--- src/rtl/shift_pkg.sv ---
// Shared encodings for the multi-cycle shift sequencer: operation codes and FSM states.
package shift_pkg;

  typedef enum logic [1:0] {
    OP_SLL = 2'b00,
    OP_SRL = 2'b01,
    OP_SRA = 2'b10,
    OP_ROR = 2'b11
  } op_e;

  typedef enum logic [1:0] {
    S_IDLE  = 2'b00,
    S_SHIFT = 2'b01,
    S_DONE  = 2'b10
  } state_e;

endpackage

--- src/rtl/shift_seq_if.sv ---
// Request/response bundle between the ALU and the shift sequencer.
interface shift_seq_if #(
  parameter int WIDTH = 32
);
  localparam int SHW = $clog2(WIDTH);

  logic             start;
  logic [1:0]       op;
  logic [WIDTH-1:0] a;
  logic [SHW-1:0]   b;
  logic             busy;
  logic             done;
  logic [WIDTH-1:0] result;

  modport master (output start, op, a, b, input busy, done, result);
  modport slave  (input start, op, a, b, output busy, done, result);
endinterface

--- src/rtl/shift_step.sv ---
// One-bit shift stage used once per cycle by shift_seq.
// Rotate-right is only present when SHIFT_ROR_EN is defined.
module shift_step
  import shift_pkg::*;
#(
  parameter int WIDTH = 32
) (
  input  logic [WIDTH-1:0] d_i,
  input  op_e              op_i,
  output logic [WIDTH-1:0] q_o
);

  // single-step shift selected by the latched operation
  always_comb begin
    q_o = d_i;
    case (op_i)
      OP_SLL:  q_o = {d_i[WIDTH-2:0], 1'b0};
      OP_SRL:  q_o = {1'b0, d_i[WIDTH-1:1]};
      OP_SRA:  q_o = {d_i[WIDTH-1], d_i[WIDTH-1:1]};
`ifdef SHIFT_ROR_EN
      OP_ROR:  q_o = {d_i[0], d_i[WIDTH-1:1]};
`endif
      default: q_o = d_i;
    endcase
  end

endmodule

--- src/rtl/shift_seq.sv ---
// Multi-cycle shift sequencer: start/busy/done handshake, one bit shifted per cycle.
// Optional feature: SHIFT_ROR_EN enables rotate-right for op 2'b11 (otherwise pass-through).
module shift_seq
  import shift_pkg::*;
#(
  parameter int WIDTH = 32
) (
  input  logic        clk,
  input  logic        reset,
  shift_seq_if.slave  bus
);

  localparam int SHW = $clog2(WIDTH);
  localparam logic [SHW-1:0] CNT_ONE = {{(SHW-1){1'b0}}, 1'b1};

  state_e           state_q;
  op_e              op_q;
  logic [WIDTH-1:0] shreg_q;
  logic [WIDTH-1:0] result_q;
  logic [SHW-1:0]   cnt_q;
  logic             busy_q;
  logic             done_q;
  logic [SHW-1:0]   cnt_load_d;
  logic [WIDTH-1:0] step_d;

  shift_step #(.WIDTH(WIDTH)) u_step (
    .d_i  (shreg_q),
    .op_i (op_q),
    .q_o  (step_d)
  );

  // shift count taken on acceptance; pass-through requests skip straight to DONE
  always_comb begin
    cnt_load_d = bus.b;
`ifndef SHIFT_ROR_EN
    if (bus.op == OP_ROR) begin
      cnt_load_d = {SHW{1'b0}};
    end else begin
      cnt_load_d = bus.b;
    end
`endif
  end

  // sequencer FSM with registered busy/done
  always_ff @(posedge clk) begin
    if (reset) begin
      state_q  <= S_IDLE;
      op_q     <= OP_SLL;
      shreg_q  <= {WIDTH{1'b0}};
      result_q <= {WIDTH{1'b0}};
      cnt_q    <= {SHW{1'b0}};
      busy_q   <= 1'b0;
      done_q   <= 1'b0;
    end else begin
      case (state_q)
        S_IDLE: begin
          if (bus.start) begin
            shreg_q <= bus.a;
            op_q    <= op_e'(bus.op);
            cnt_q   <= cnt_load_d;
            busy_q  <= 1'b1;
            if (cnt_load_d != {SHW{1'b0}}) begin
              state_q <= S_SHIFT;
              done_q  <= 1'b0;
            end else begin
              result_q <= bus.a;
              state_q  <= S_DONE;
              done_q   <= 1'b1;
            end
          end else begin
            busy_q <= 1'b0;
            done_q <= 1'b0;
          end
        end
        S_SHIFT: begin
          shreg_q <= step_d;
          cnt_q   <= cnt_q - CNT_ONE;
          busy_q  <= 1'b1;
          if (cnt_q == CNT_ONE) begin
            result_q <= step_d;
            state_q  <= S_DONE;
            done_q   <= 1'b1;
          end else begin
            done_q <= 1'b0;
          end
        end
        S_DONE: begin
          state_q <= S_IDLE;
          busy_q  <= 1'b0;
          done_q  <= 1'b0;
        end
        default: begin
          state_q <= S_IDLE;
          busy_q  <= 1'b0;
          done_q  <= 1'b0;
        end
      endcase
    end
  end

  assign bus.busy   = busy_q;
  assign bus.done   = done_q;
  assign bus.result = result_q;

endmodule

--- src/flat_wrapper.sv ---
// flat-port wrapper written by rule: the top's interface ports become plain ports
module shift_seq_flat import shift_pkg::*;
#(
  parameter int WIDTH = 32
)
  (clk, reset, bus_start, bus_op, bus_a, bus_b, bus_busy, bus_done, bus_result);
  shift_seq_if #(.WIDTH(WIDTH)) bus_i ();
  input  logic clk;
  input  logic reset;
  input wire logic [$bits(bus_i.start)-1:0] bus_start;
  input wire logic [$bits(bus_i.op)-1:0] bus_op;
  input wire logic [$bits(bus_i.a)-1:0] bus_a;
  input wire logic [$bits(bus_i.b)-1:0] bus_b;
  output wire logic [$bits(bus_i.busy)-1:0] bus_busy;
  output wire logic [$bits(bus_i.done)-1:0] bus_done;
  output wire logic [$bits(bus_i.result)-1:0] bus_result;
  assign bus_i.start = bus_start;
  assign bus_i.op = bus_op;
  assign bus_i.a = bus_a;
  assign bus_i.b = bus_b;
  assign bus_busy = bus_i.busy;
  assign bus_done = bus_i.done;
  assign bus_result = bus_i.result;
  shift_seq #(.WIDTH(WIDTH)) u_core (.clk(clk), .reset(reset), .bus(bus_i));
endmodule
--- config.mk ---
export PLATFORM = sky130hd
export DESIGN_NAME = shift_seq_flat
export DESIGN_NICKNAME = d
export VERILOG_FILES = /design/src/rtl/shift_pkg.sv /design/src/rtl/shift_seq_if.sv /design/src/rtl/shift_step.sv /design/src/rtl/shift_seq.sv /design/src/flat_wrapper.sv
export SDC_FILE = /design/constraint.sdc
export NUM_CORES = 1
export LEC_CHECK = 0
export BUFFER_PORTS_ARGS = -buffer_cell sky130_fd_sc_hd__buf_2
export CAP_MARGIN = 20
export CORE_UTILIZATION = 50
export CTS_CLUSTER_DIAMETER = 150
export DETAILED_ROUTE_END_ITERATION = 6
export GPL_ROUTABILITY_DRIVEN = 0
export GPL_TIMING_DRIVEN = 0
export HOLD_SLACK_MARGIN = 0.05
export PLACE_DENSITY = 0.82
export SETUP_SLACK_MARGIN = 0.2
export SLEW_MARGIN = 0
export SYNTH_ARGS = -nofsm -noshare
export SYNTH_HDL_FRONTEND = slang
export SYNTH_SLANG_ARGS = --single-unit
--- constraint.sdc ---
create_clock -name clk -period 3.2 [get_ports clk]
set_input_delay 0 -clock clk [delete_from_list [all_inputs] [get_ports clk]]
set_output_delay 0 -clock clk [all_outputs]
set_load 0.03 [all_outputs]
==> results.yml <==
status:
  status: "completed"
yosys:
  yosysWarningCount: 0
  ys_types: 41
  synth.avg_cell_area_um2: 8.376
  synthMuxAreaShare_pct: 1.934
  syn_area_mm2: 0.003752
  synth_edf_count: 0
  async_flop_share_pct: 0
  synth.most_common_cell: "nor2_1"
  synth.area.top_cells: "dfxtp_1 40%, a211oi_2 9.3%, nor2_1 7.6%, a221oi_1 6.5%, a211oi_1 6.2%"
  synth_top_family_by_area: "compound AO/OA/AOI/OAI gates"
  synth_compound_area_share_pct: 31.14
  syn_nets: 492
  syn-instance-count: 448
  synthAdderAreaFrac_pct: 0.6669
  synth_flop_cell: "dfxtp_1"
  netlist_top_cells_count: "76 x nor2_1, 75 x dfxtp_1, 44 x nand2_1"
  ys_seq_area_share_pct: 40.01
  synth.largest_area_cell: "dfxtp_1"
  ys_ff_latch: 75
  synth_xor_xnor_area_share_pct: 0.7002
  yosys.area_share.simple_pct: 19.47
  yosysTopAreaCellShare_pct: 40.01
floorplan:
  fp-row-count: 31
  die-height_um: 88.63
  initial_core_util_pct: 51.73
  die-area_mm2: 0.007855
  dieWidth_um: 88.63
  pin_count: 76
  core_mm2: 0.007253
setup_path:
  worst_setup_path_start_kind: "flip-flop"
  cp-startpoint: "u_core.state_q[0]"
  crit_path_end_kind: "flip-flop"
  crit_type: "flip-flop to flip-flop"
  arrival_ns: 2.28
  critical_path_required_ns: 3.47
  crit_fanout: 10
  rr_startpoint: "u_core.state_q[0]"
hold_path:
  hp-class: "input port to flip-flop"
  hold_start: "bus_a[9]"
power:
  power_density_mw_per_mm2: 562.5
  ir_drop_uv: 247.0
  power_leakage_nw: 1.749
routing:
  vias_per_cell: 6.042
  firstDrtPassIters: 5
  routed_wl_um: 10490
  wl_per_cell_um: 16.14
  drc: 0
  drt_iter0_drc: 273
  vias: 3927
  antenna_left: 0
global_route:
  grt_max_degree: 13
  gr-total-overflow: 0
  grt_pass1_vias: 3628
  gr-usage-all-layers_pct: 27.66
  antenna_found_initial: 0
  grt_pass1_wl_um: 16850
timing:
  layout_setup_ws_ns: 1.195
  slew_violations: 0
  fin_crit_sh_pct: 62.66
  relSlewSlack_pct: 43.49
  rsz0062_at_grt: "false"
  fmax_mhz: 498.7
  fin_crit_ns: 2.005
  finalSetupViolCount: 0
  worst_slew_pin_slew_ns: 0.8426
  hold_ws_ns: 0.05458
  tns_ns: 0
  fin_skew_ns: 0.008920
  hold_viol_final: 0
placement:
  dp.cells: 621
  dp_hpwl_um: 7215
  placed_cell_area_mm2: 0.004247
  portBuffers: 74
  place_ws_ns: 1.235
clock_tree:
  htreeDepth: 3
  clk_pin_slew_worst_paths_ns: 0.08
  worstSkewPairLatency_ns: 0.35
  tritoncts: "built"
  cts_buffers: 9
  ctsLongestPathBuffers: 2
  cts_root_buf: "clkbuf_8"
  cts_sinks: 75
  post_cts_buffers: 0
finish:
  fillers: 616
  nets: 590
  stdcell_count: 650
  n_antenna_cell: 0
  drive_above_1_share_pct: 25.95
  stdcell_area_mm2: 0.004604
  syn_to_final_growth_pct: 22.71
flow_run:
  maxCapViolations: 0
==> registers in the layout (all words and copies together), names as in the netlist <==
name	cells
u_core.bus.done	1
u_core.shreg_q	32
u_core.cnt_q	5
u_core.state_q	2
u_core.op_q	2
u_core.bus.busy	1
u_core.bus.result	32
==> worst paths after layout <==
| check | endpoint | slack (ns) | depth (start not counted) |
|---|---|---|---|
| max | u_core.shreg_q[3] | 1.19 | 6 |
| min | u_core.shreg_q[9] | 0.05 | 3 |
| min reg2reg | u_core.bus.result[15] | 0.45 | 2 |
| max reg2reg | u_core.shreg_q[3] | 1.19 | 6 |
==> what timing repair did <==
action	in CTS	in global routing
hold endpoints to repair	16	0
resized for setup	0	0
hold buffers	13	0
==> cells in the final DEF (no fill, tap or decap), types with 3 or more instances in the layout <==
| cell type | n |
|---|---|
| clkbuf_1 | 25 |
| mux2i_1 | 5 |
| buf_4 | 3 |
| clkbuf_8 | 11 |
| nor3b_1 | 3 |
| buf_2 | 85 |
| a211oi_1 | 31 |
| nand2_1 | 44 |
| a211oi_2 | 28 |
| a221oi_1 | 28 |
| o21ai_0 | 3 |
| nand3_1 | 26 |
| a21oi_1 | 43 |
| nor2b_1 | 3 |
| buf_6 | 4 |
| dlygate4sd3_1 | 13 |
| nor3_1 | 6 |
| dfxtp_1 | 75 |
| nor2_1 | 76 |
==> power by group <==
group | switching (mW) | internal (mW)
registers | 0.0821 | 1.03
clock network | 0.357 | 0.481
logic | 0.408 | 0.235
total | 0.847 | 1.74
==> worst max-delay path: stages (launching register included) <==
cell and delay [ns]:
dfxtp_1 0.39, nor2_1 0.08, nor2_1 0.28, clkbuf_1 0.48, buf_1 0.45, nor2_1 0.08, nor3_1 0.16
==> area by class of cell <==
type	instances	area, µm²	share of cell area, %
Buffer	44	220.2	4.783
Clock inverter	4	72.57	1.576
Tap cell	99	123.9	2.690
Inverter	2	7.507	0.1630
Clock buffer	12	155.1	3.370
Sequential cell	75	1501	32.61
Multi-Input combinational cell	327	2023	43.94
Timing Repair Buffer	87	500.5	10.87
==> through the flow <==
stage	util (%)	total power, mW
after floorplan	-	1.569
after global placement	58.55	1.725
after detailed placement	58.55	1.743
after CTS	63.48	2.583
after global routing	63.48	2.704
final	63.48	2.590
==> logic make-up after synthesis <==
family,after synthesis
multiplexers,7
flip-flops,75
AO/OA/AOI/OAI,146
XOR/XNOR,3
adder cells (fa/ha/maj),2
buffers and inverters,46
AND/OR/NAND/NOR,169
==> metal layers <==
layer / GRT usage (%) / up-vias / routed length [µm]
li1: - / 1845 / -
met1: 35.72 / 1838 / 4571
met2: 44.06 / 200 / 4795
met3: 6.157 / 44 / 785
met4: 12.90 / 0 / 341
met5: 0 / - / 0
(Power assumes the default switching activity.)
